<file path="config.mk">
export PLATFORM = sky130hd
export DESIGN_NAME = neuron_layer_sequencer
export DESIGN_NICKNAME = d
export VERILOG_FILES = /design/src/rtl/neuron_layer_sequencer.sv
export SDC_FILE = /design/constraint.sdc
export NUM_CORES = 1
export LEC_CHECK = 0
export CAP_MARGIN = 5
export CORE_ASPECT_RATIO = 0.75
export CORE_MARGIN = 2
export CORE_UTILIZATION = 38
export DETAILED_ROUTE_END_ITERATION = 8
export PLACE_DENSITY = 0.89
export REMOVE_ABC_BUFFERS = 1
export SYNTH_ARGS = -nofsm -noshare
export SYNTH_HDL_FRONTEND = slang
export SYNTH_SLANG_ARGS = --single-unit
</file>
<file path="constraint.sdc">
create_clock -name clk -period 2.4 [get_ports clk]
set_clock_uncertainty 0.05 [all_clocks]
set_input_delay 0.48 -clock clk [delete_from_list [all_inputs] [get_ports clk]]
set_output_delay 0.48 -clock clk [all_outputs]
set_load 0.01 [all_outputs]
</file>
<file path="src/rtl/neuron_layer_sequencer.sv">
// neuron_layer_sequencer
// Drives the sigmoid ALU through one fully-connected layer, one neuron at a time.
// For each neuron it clears the ALU, issues G = N_IN/4 weight/input group reads,
// raises alu_accumulate in step with the ALU pipeline, waits for the sigmoid
// result and emits it as (res_idx, res_data).
//
// Ports:
//   clk, rst          clock and synchronous active-high reset
//   start             layer start pulse (honoured only while idle)
//   busy, done        status: busy outside IDLE, done pulses once per layer
//   w_addr / w_rdata  weight memory (neuron*G + group), 1-cycle read latency
//   x_addr / x_rdata  input buffer (group), 1-cycle read latency
//   b_addr / b_rdata  bias memory (current neuron), 1-cycle read latency
//   alu_weight, alu_input, alu_bias   read-data passthrough to the ALU
//   alu_accumulate, alu_clear         ALU control strobes
//   alu_out           registered 4-bit sigmoid output of the ALU
//   res_valid, res_idx, res_data      one-cycle result strobe with neuron index and value
module neuron_layer_sequencer #(
    parameter int N_IN    = 64,
    parameter int N_OUT   = 10,
    parameter int ACC_DLY = 4,
    parameter int OUT_DLY = 2,
    localparam int G      = N_IN / 4,
    localparam int WAW    = ((N_OUT * G) > 1) ? $clog2(N_OUT * G) : 1,
    localparam int XAW    = (G > 1) ? $clog2(G) : 1,
    localparam int NW     = (N_OUT > 1) ? $clog2(N_OUT) : 1
) (
    input  logic           clk,
    input  logic           rst,
    input  logic           start,
    output logic           busy,
    output logic           done,
    output logic [WAW-1:0] w_addr,
    input  logic [15:0]    w_rdata,
    output logic [XAW-1:0] x_addr,
    input  logic [15:0]    x_rdata,
    output logic [NW-1:0]  b_addr,
    input  logic [3:0]     b_rdata,
    output logic [15:0]    alu_weight,
    output logic [15:0]    alu_input,
    output logic [3:0]     alu_bias,
    output logic           alu_accumulate,
    output logic           alu_clear,
    input  logic [3:0]     alu_out,
    output logic           res_valid,
    output logic [NW-1:0]  res_idx,
    output logic [3:0]     res_data
);

    // Drain covers the remaining accumulate latency plus the ALU output registers.
    localparam int DRAIN_N = ACC_DLY + OUT_DLY - 1;
    localparam int DW      = (DRAIN_N > 1) ? $clog2(DRAIN_N + 1) : 1;

    typedef enum logic [2:0] {
        ST_IDLE    = 3'd0,
        ST_CLEAR   = 3'd1,
        ST_ISSUE   = 3'd2,
        ST_DRAIN   = 3'd3,
        ST_CAPTURE = 3'd4,
        ST_DONE    = 3'd5
    } state_t;

    state_t             state_r;
    state_t             state_next_s;
    logic [NW-1:0]      neuron_r;
    logic [XAW-1:0]     group_r;
    logic [WAW-1:0]     w_addr_r;
    logic [DW-1:0]      drain_cnt_r;
    logic [ACC_DLY-1:0] issue_pipe_r;
    logic               busy_r;
    logic               done_r;
    logic               res_valid_r;
    logic [NW-1:0]      res_idx_r;
    logic [3:0]         res_data_r;

    logic               clear_s;
    logic               issue_s;
    logic               capture_s;
    logic               last_group_s;
    logic               last_drain_s;
    logic               last_neuron_s;

    assign last_group_s  = (group_r == XAW'(G - 1));
    assign last_drain_s  = (drain_cnt_r == DW'(DRAIN_N - 1));
    assign last_neuron_s = (neuron_r == NW'(N_OUT - 1));

    // State register.
    always_ff @(posedge clk) begin
        if (rst) begin
            state_r <= ST_IDLE;
        end else begin
            state_r <= state_next_s;
        end
    end

    // Next-state decode.
    always_comb begin
        state_next_s = state_r;
        case (state_r)
            ST_IDLE: begin
                if (start) begin
                    state_next_s = ST_CLEAR;
                end else begin
                    state_next_s = ST_IDLE;
                end
            end
            ST_CLEAR: state_next_s = ST_ISSUE;
            ST_ISSUE: begin
                if (last_group_s) begin
                    state_next_s = ST_DRAIN;
                end else begin
                    state_next_s = ST_ISSUE;
                end
            end
            ST_DRAIN: begin
                if (last_drain_s) begin
                    state_next_s = ST_CAPTURE;
                end else begin
                    state_next_s = ST_DRAIN;
                end
            end
            ST_CAPTURE: begin
                if (last_neuron_s) begin
                    state_next_s = ST_DONE;
                end else begin
                    state_next_s = ST_CLEAR;
                end
            end
            ST_DONE: state_next_s = ST_IDLE;
            default: state_next_s = ST_IDLE;
        endcase
    end

    // State-decoded control strobes.
    always_comb begin
        clear_s   = 1'b0;
        issue_s   = 1'b0;
        capture_s = 1'b0;
        case (state_r)
            ST_CLEAR:   clear_s   = 1'b1;
            ST_ISSUE:   issue_s   = 1'b1;
            ST_CAPTURE: capture_s = 1'b1;
            default: begin
                clear_s   = 1'b0;
                issue_s   = 1'b0;
                capture_s = 1'b0;
            end
        endcase
    end

    // Counters, issue pipe, status and result registers.
    always_ff @(posedge clk) begin
        if (rst) begin
            neuron_r     <= {NW{1'b0}};
            group_r      <= {XAW{1'b0}};
            w_addr_r     <= {WAW{1'b0}};
            drain_cnt_r  <= {DW{1'b0}};
            issue_pipe_r <= {ACC_DLY{1'b0}};
            busy_r       <= 1'b0;
            done_r       <= 1'b0;
            res_valid_r  <= 1'b0;
            res_idx_r    <= {NW{1'b0}};
            res_data_r   <= 4'd0;
        end else begin
            // Each issued group reaches the ALU accumulator exactly ACC_DLY cycles later.
            issue_pipe_r <= (issue_pipe_r << 1) | ACC_DLY'(issue_s);
            // busy/done are registered from the next state so they line up with the state itself.
            busy_r       <= (state_next_s != ST_IDLE);
            done_r       <= (state_next_s == ST_DONE);
            res_valid_r  <= capture_s;
            if (capture_s) begin
                res_idx_r  <= neuron_r;
                res_data_r <= alu_out;
            end
            case (state_r)
                ST_CLEAR: begin
                    group_r     <= {XAW{1'b0}};
                    w_addr_r    <= WAW'(neuron_r * G);
                    drain_cnt_r <= {DW{1'b0}};
                end
                ST_ISSUE: begin
                    // Hold on the last group so the address never steps past the layer.
                    if (!last_group_s) begin
                        group_r  <= group_r + XAW'(1);
                        w_addr_r <= w_addr_r + WAW'(1);
                    end
                end
                ST_DRAIN: begin
                    if (!last_drain_s) begin
                        drain_cnt_r <= drain_cnt_r + DW'(1);
                    end
                end
                ST_CAPTURE: begin
                    if (!last_neuron_s) begin
                        neuron_r <= neuron_r + NW'(1);
                    end
                end
                ST_DONE: neuron_r <= {NW{1'b0}};
                default: begin
                    neuron_r <= neuron_r;
                end
            endcase
        end
    end

    assign busy           = busy_r;
    assign done           = done_r;
    assign w_addr         = w_addr_r;
    assign x_addr         = group_r;
    assign b_addr         = neuron_r;
    assign alu_weight     = w_rdata;
    assign alu_input      = x_rdata;
    assign alu_bias       = b_rdata;
    assign alu_accumulate = issue_pipe_r[ACC_DLY-1];
    // Reset also zeroes the ALU accumulator.
    assign alu_clear      = rst | clear_s;
    assign res_valid      = res_valid_r;
    assign res_idx        = res_idx_r;
    assign res_data       = res_data_r;

endmodule

</file>
==> metrics.txt, run 1 <==
outcome completed; Synth Flop Type dfxtp_1; Synth top area share 38.4%; Startpoint Class flop; die height 65.7 um; Final Wtd Congestion 0.807; Die Area 5670 um^2; Async SR Flop Fraction 0%; Tcrit/Tclk final 95.5%; r2r setup slk about 0.56 ns; Via density 5.54; worst slew pin tran 0.525 ns; # clock sinks 37; core box area 4900 um^2; Reg clk slew, reported paths 0.07 ns; Max Slew Vio Count 0; Hold EP issue_pipe_r[3]$_SDFF_PP0_; Final ANT Viol Nets 0; Area Growth Syn to Fin 10.6%; Max Clock Freq 436 MHz; # diodes 0; DRT Pass-1 Iters 4; Placement Cell Area 2030 um^2; largest net degree at the start of global routing 28; syn avg cell area 8.49 um^2; Ports 108; WL/cell between 15 and 20 um; Hold Slack 0.387 ns; Num CTS Buffers 5; Final Hold Violating Endpoints 0; worst hold-check path type flop to flop; gr usage total a little over a fifth; Clock Tree Root clkbuf_8; nature of the critical path endpoint output pin; setup slack after layout 0.108 ns; Setup Viol. Count Final 0; Fill cells 472; final net count about 280; DRT Wirelength ~5.5 mm; post-route cell area between 2000 and 2500 um^2; Place WS 0.123 ns; number of global-route vias before repair between 1500 and 2000; first-pass GRT wire length ~8.6 mm; CP required 1.87 ns; remaining routing DRC violations 0; sequential fraction of the synthesis area 38.4%; Setup TNS Final 0 ns; Initial Utilization approximately two fifths; fin util 43.5%; Synth area leader dfxtp_1; Setup CP Type flop to output pin; gr ovfl total 0; worst path arrival time 1.76 ns; largest fanout on the critical path 10; relative slew slack between 60% and 70%; share of cells above drive strength 1 10.6%; Port Buffers 35; post-synthesis cell area just under 2000 um^2; CTS Buffer Depth 2; VDD IR max 0.235 mV; Distinct cells, synth 47; Hold Crit Start issue_pipe_r[2]$_SDFF_PP0_; Post-synth top cells dfxtp_1, buf_4, nand2_1; worst r2r src state_r[1]$_SDFF_PP0_; Synth area leaders dfxtp_1, buf_4, a21oi_1; pwr dens between 500 and 600 nW/um^2; initial DRC count 166; r2r worst-path depth 4; Worst Hold Depth 1; CTS tree done; H-Tree Depth 2; Pleak 0.771 nW; max_cap viols 0; post-synthesis register bit count 37; Post-synth EDFFs 0; die outline width 86.3 um; fin crit period 2.29 ns; Post-CTS Setup Inserts 0; DP HPWL 4.09 mm; Worst-Skew Late Latency 0.30 ns; RSZ-0062 raised after global routing false; cell with the most instances after synthesis dfxtp_1; RR Endpoint w_addr[5]$_SDFFE_PP0P_; initial antenna violation count 0; Synthesis Warnings 0; vias 1591; row count 22; Mapped Cells 227
[metrics by stage]
step                std cells  total power [mW]
finish                    287              1.24
global route              287              1.28
CTS                       287              1.25
detailed placement        279             0.768
global placement          279             0.764
floorplan                 180             0.713
[worst max-delay path: stages, from the launching register on]
cell and delay [ns]:
dfxtp_1 0.53, nor3b_2 0.12, or2_2 0.32, clkdlybuf4s50_1 0.49
[area by class of cell]
| class | count | area (um^2) | share of cell area, % |
|---|---|---|---|
| clock buffers | 7 | 96.3 | 4.52 |
| clock inverters | 1 | 5.00 | 0.235 |
| inverters | 7 | 26.3 | 1.23 |
| multi-input cells | 136 | 808 | 37.9 |
| flip-flops and latches | 37 | 742 | 34.8 |
| well taps | 60 | 75.1 | 3.52 |
| repair buffers | 39 | 380 | 17.8 |
[how the worst max path moves through the flow]
| stage | from | to | slack, ns | cells past startpoint |
|---|---|---|---|---|
| 6_report | state_r[2]$_SDFF_PP0_ | alu_clear | 0.11 | 3 |
| 5_1_grt | state_r[2]$_SDFF_PP0_ | alu_clear | 0.06 | 3 |
| 4_1_cts | state_r[0]$_SDFF_PP0_ | alu_clear | 0.03 | 3 |
| 3_5_place_dp | rst | alu_clear | 0.12 | 3 |
| 3_3_place_gp | rst | alu_clear | 0.12 | 3 |
| 2_1_floorplan | state_r[2]$_SDFF_PP0_ | b_addr[2]$_SDFFE_PP0P_ | 0.58 | 4 |
[cell families (layout without fill, tap and decap cells)]
kind of cell,Yosys count,after routing,share of synthesized area (%)
xor+xnor,3,3,1.36
mux,1,1,0.519
simple gates,78,78,20.3
fa+ha+maj,6,6,3.89
flops,37,37,38.4
compound gates,48,48,15.6
buf+inv,54,54,19.9
[flip-flops by register name, summed over array words and instances, names as in the netlist, 3 cells and up]
register      count
issue_pipe_r      4
state_r           3
w_addr            8
res_idx           4
x_addr            4
b_addr            4
res_data          4
drain_cnt_r       3
[power breakdown]
group | internal, mW | total, mW | switching (mW)
registers | 0.626 | 0.641 | 0.0154
clock network | 0.259 | 0.481 | 0.221
logic | 0.0550 | 0.115 | 0.0599
[cells in the final DEF (no fill, tap or decap), types with 2 or more instances in the layout]
cell type	instances
buf_4	4
or2_2	2
ha_1	6
dfxtp_1	36
a21oi_1	23
and3_1	3
clkdlybuf4s50_1	35
xnor2_1	2
nor3b_2	2
nand2_1	29
nand4_1	2
nor2b_1	4
clkbuf_8	7
nand3b_1	2
o21ai_0	7
nand3_1	8
or3_1	4
a211oi_1	3
nor2_1	14
inv_1	7
[routing by layer]
metal,routed length (um),part of all wire [%],global-route usage (%)
met1,2400,43,24.9
met3,916,17,17.6
met2,2110,38,26.7
met5,49,0.88,13.1
met4,67,1.2,5.08
[timing repair]
| action | 4_1_cts | 5_1_grt |
|---|---|---|
| setup endpoints to repair | 1 | 1 |
| hold buffers | 0 | 0 |
| resized for setup | 1 | 1 |
No activity file was read; power rests on OpenSTA's default activity.
==> inputs of run 2 (changes only) <==
--- a/config.mk
+++ b/config.mk
@@ -10,7 +10,8 @@
 export CORE_MARGIN = 2
 export CORE_UTILIZATION = 38
 export DETAILED_ROUTE_END_ITERATION = 8
-export PLACE_DENSITY = 0.89
+export PLACE_DENSITY = 0.84
+export RECOVER_POWER = 50
 export REMOVE_ABC_BUFFERS = 1
 export SYNTH_ARGS = -nofsm -noshare
 export SYNTH_HDL_FRONTEND = slang
==> run 2 against run 1 <==
Power down 4.1%; sequential share of layout area is 0.35 points higher; first-iteration DRC count is 14% lower; flip-flop and latch count stayed put; clock power decreased by 11%; via count decreased by 0.82%; clock-buffer cell count did not move; fmax grew 1.1%; highest routed layer unchanged.
==> metrics.txt, run 2 (synthesis gave the netlist of run 1 again) <==
outcome completed; Setup CP Type input port to output pin; row count 22 (unchanged); fin util 43.1% (-0.43 points); most frequent cells in the layout dfxtp_1, clkdlybuf4s50_1, nand2_1; worst slew pin tran 0.542 ns (+0.0166 ns); Max Slew Vio Count 0 (unchanged); WL/cell 19.8 um (+2.3%); max_cap viols 0 (unchanged); met1 WL 2.54 mm (+5.6%); CTS tree done; met2 wire length 2.12 mm (+0.57%); # diodes 0 (unchanged); crit-path cells clkdlybuf4s50_1, or2_2, clkdlybuf4s50_1; Post-CTS Setup Inserts 0 (unchanged); # clock sinks 37 (unchanged); max FFs per register 8 (unchanged); Final Hold Violating Endpoints 0 (unchanged); pwr dens 562 nW/um^2 (-3.1%); first-pass GRT wire length 8.22 mm (-4.1%); H-Tree Depth 2 (unchanged); core box area 4900 um^2 (unchanged); DRT Wirelength 5.66 mm (+1.9%); vias 1578 (-0.82%); Die Area 5670 um^2 (unchanged); initial DRC count 142 (-14%); share of cells above drive strength 1 8.85% (-1.7 points); worst path arrival time 1.74 ns (-0.02 ns); nature of the critical path endpoint output pin; CP delay by family, top buffers and inverters; Via density 5.52 (-0.47%); RSZ-0062 raised after global routing false; Slowest cell on crit path clkdlybuf4s50_1; gr ovfl total 0 (unchanged); most common cell after layout, fill and taps aside dfxtp_1; Hold Slack 0.384 ns (-0.00266 ns); Max Used Layer met5; Worst-Skew Late Latency 0.29 ns (about the same); DP HPWL 4.16 mm (+1.6%); die height 65.7 um (unchanged); CTS Buffer Depth 2 (unchanged); largest net degree at the start of global routing 28 (unchanged); met3 wire len 867 um (-5.3%); Max Clock Freq 441 MHz (+1.1%); Num CTS Buffers 5 (unchanged); Power, Total 1.19 mW (-4.1%); placed cells 279 (unchanged); Area Growth Syn to Fin 9.54%; final net count 275 (unchanged); gr usage total 20.4% (-0.44 points); VDD IR max 0.184 mV (-21%); Ports 108 (unchanged); die outline width 86.3 um (unchanged); Startpoint Class input port; Pleak 0.755 nW (-2.1%); Final ANT Viol Nets 0 (unchanged); Setup Viol. Count Final 0 (unchanged); Buf+Inv Stages, Crit Path 2 (+1); fin crit period 2.27 ns (-0.0239 ns); non-filler instance count after layout 286 (-0.35%); number of global-route vias before repair 1453 (-7.4%); CP required 1.87 ns (about the same); Final Wtd Congestion 0.794 (-1.5%); Port Buffers 35 (unchanged); Tcrit/Tclk final 94.5% (-1.0 points); worst hold-check path type flop to flop; relative slew slack 62.9% (-1.1 points); Reg clk slew, reported paths 0.07 ns (about the same); DRT Pass-1 Iters 4 (unchanged); most used cell, CP clkdlybuf4s50_1; Clock Tree Root clkbuf_8; Fill cells 469 (-0.64%); Setup TNS Final 0 ns (unchanged); worst stage delay on the critical path 0.48 ns (-0.05 ns); largest fanout on the critical path 2 (-8); Initial Utilization 39.4% (unchanged); initial antenna violation count 0 (unchanged); remaining routing DRC violations 0 (unchanged)
run 2: cell types whose count changed in the layout (fill, tap and decap cells not counted):
cell      previous run  this run
clkbuf_1             0         2
or3b_4               1         0
clkbuf_8             7         6
clkinv_2             1         0
or3b_1               0         1
buf_4                4         3
run 2: through the flow:
stage / instance area [um^2] / setup WS (ns)
6_report: 2110 / 0.132
3_3_place_gp: 2030 / 0.127
3_5_place_dp: 2030 / 0.128
2_1_floorplan: 1570 / 0.577
4_1_cts: 2120 / 0.0425
5_1_grt: 2110 / 0.0726
run 2: what timing repair did:
item	4_1_cts	5_1_grt
endpoints found under the hold margin	0	0
setup endpoints to repair	1	1
gates resized for setup	1	1
hold buffers	0	0
run 2: path summary, 6_finish.rpt:
path | from | end | slack [ns] | cells after the start
setup / recovery | rst | alu_clear | 0.13 | 3
hold / removal | issue_pipe_r[2]$_SDFF_PP0_ | issue_pipe_r[3]$_SDFF_PP0_ | 0.38 | 1
hold reg to reg | issue_pipe_r[2]$_SDFF_PP0_ | issue_pipe_r[3]$_SDFF_PP0_ | 0.38 | 1
setup reg to reg | state_r[1]$_SDFF_PP0_ | w_addr[5]$_SDFFE_PP0P_ | 0.47 | 4
run 2: power by group:
group	switching [mW]	internal, mW
registers	0.0156	0.626
clock network	0.202	0.227
logic	0.0609	0.0538
total	0.279	0.908
run 2: metal layers:
metal / GRT usage, % / vias up
li1: - / 734
met1: 24.9 / 737
met2: 24.5 / 98
met3: 18.0 / 7
met4: 5.66 / 2
met5: 13.1 / -
run 2: layout make-up:
class,count,area [um^2],area share [%]
clock buffers,7,86.3,4.09
inverters,7,26.3,1.24
multi-input cells,136,806,38.2
flip-flops and latches,37,742,35.1
well taps,60,75.1,3.55
repair buffers,39,377,17.8
==> inputs of run 3 (changes only) <==
--- a/config.mk
+++ b/config.mk
@@ -13,6 +13,7 @@
 export PLACE_DENSITY = 0.84
 export RECOVER_POWER = 50
 export REMOVE_ABC_BUFFERS = 1
+export SLEW_MARGIN = 0
 export SYNTH_ARGS = -nofsm -noshare
 export SYNTH_HDL_FRONTEND = slang
 export SYNTH_SLANG_ARGS = --single-unit
==> results of run 3 <==
No change in the layout: final DEF, timing and power equal those of run 2.
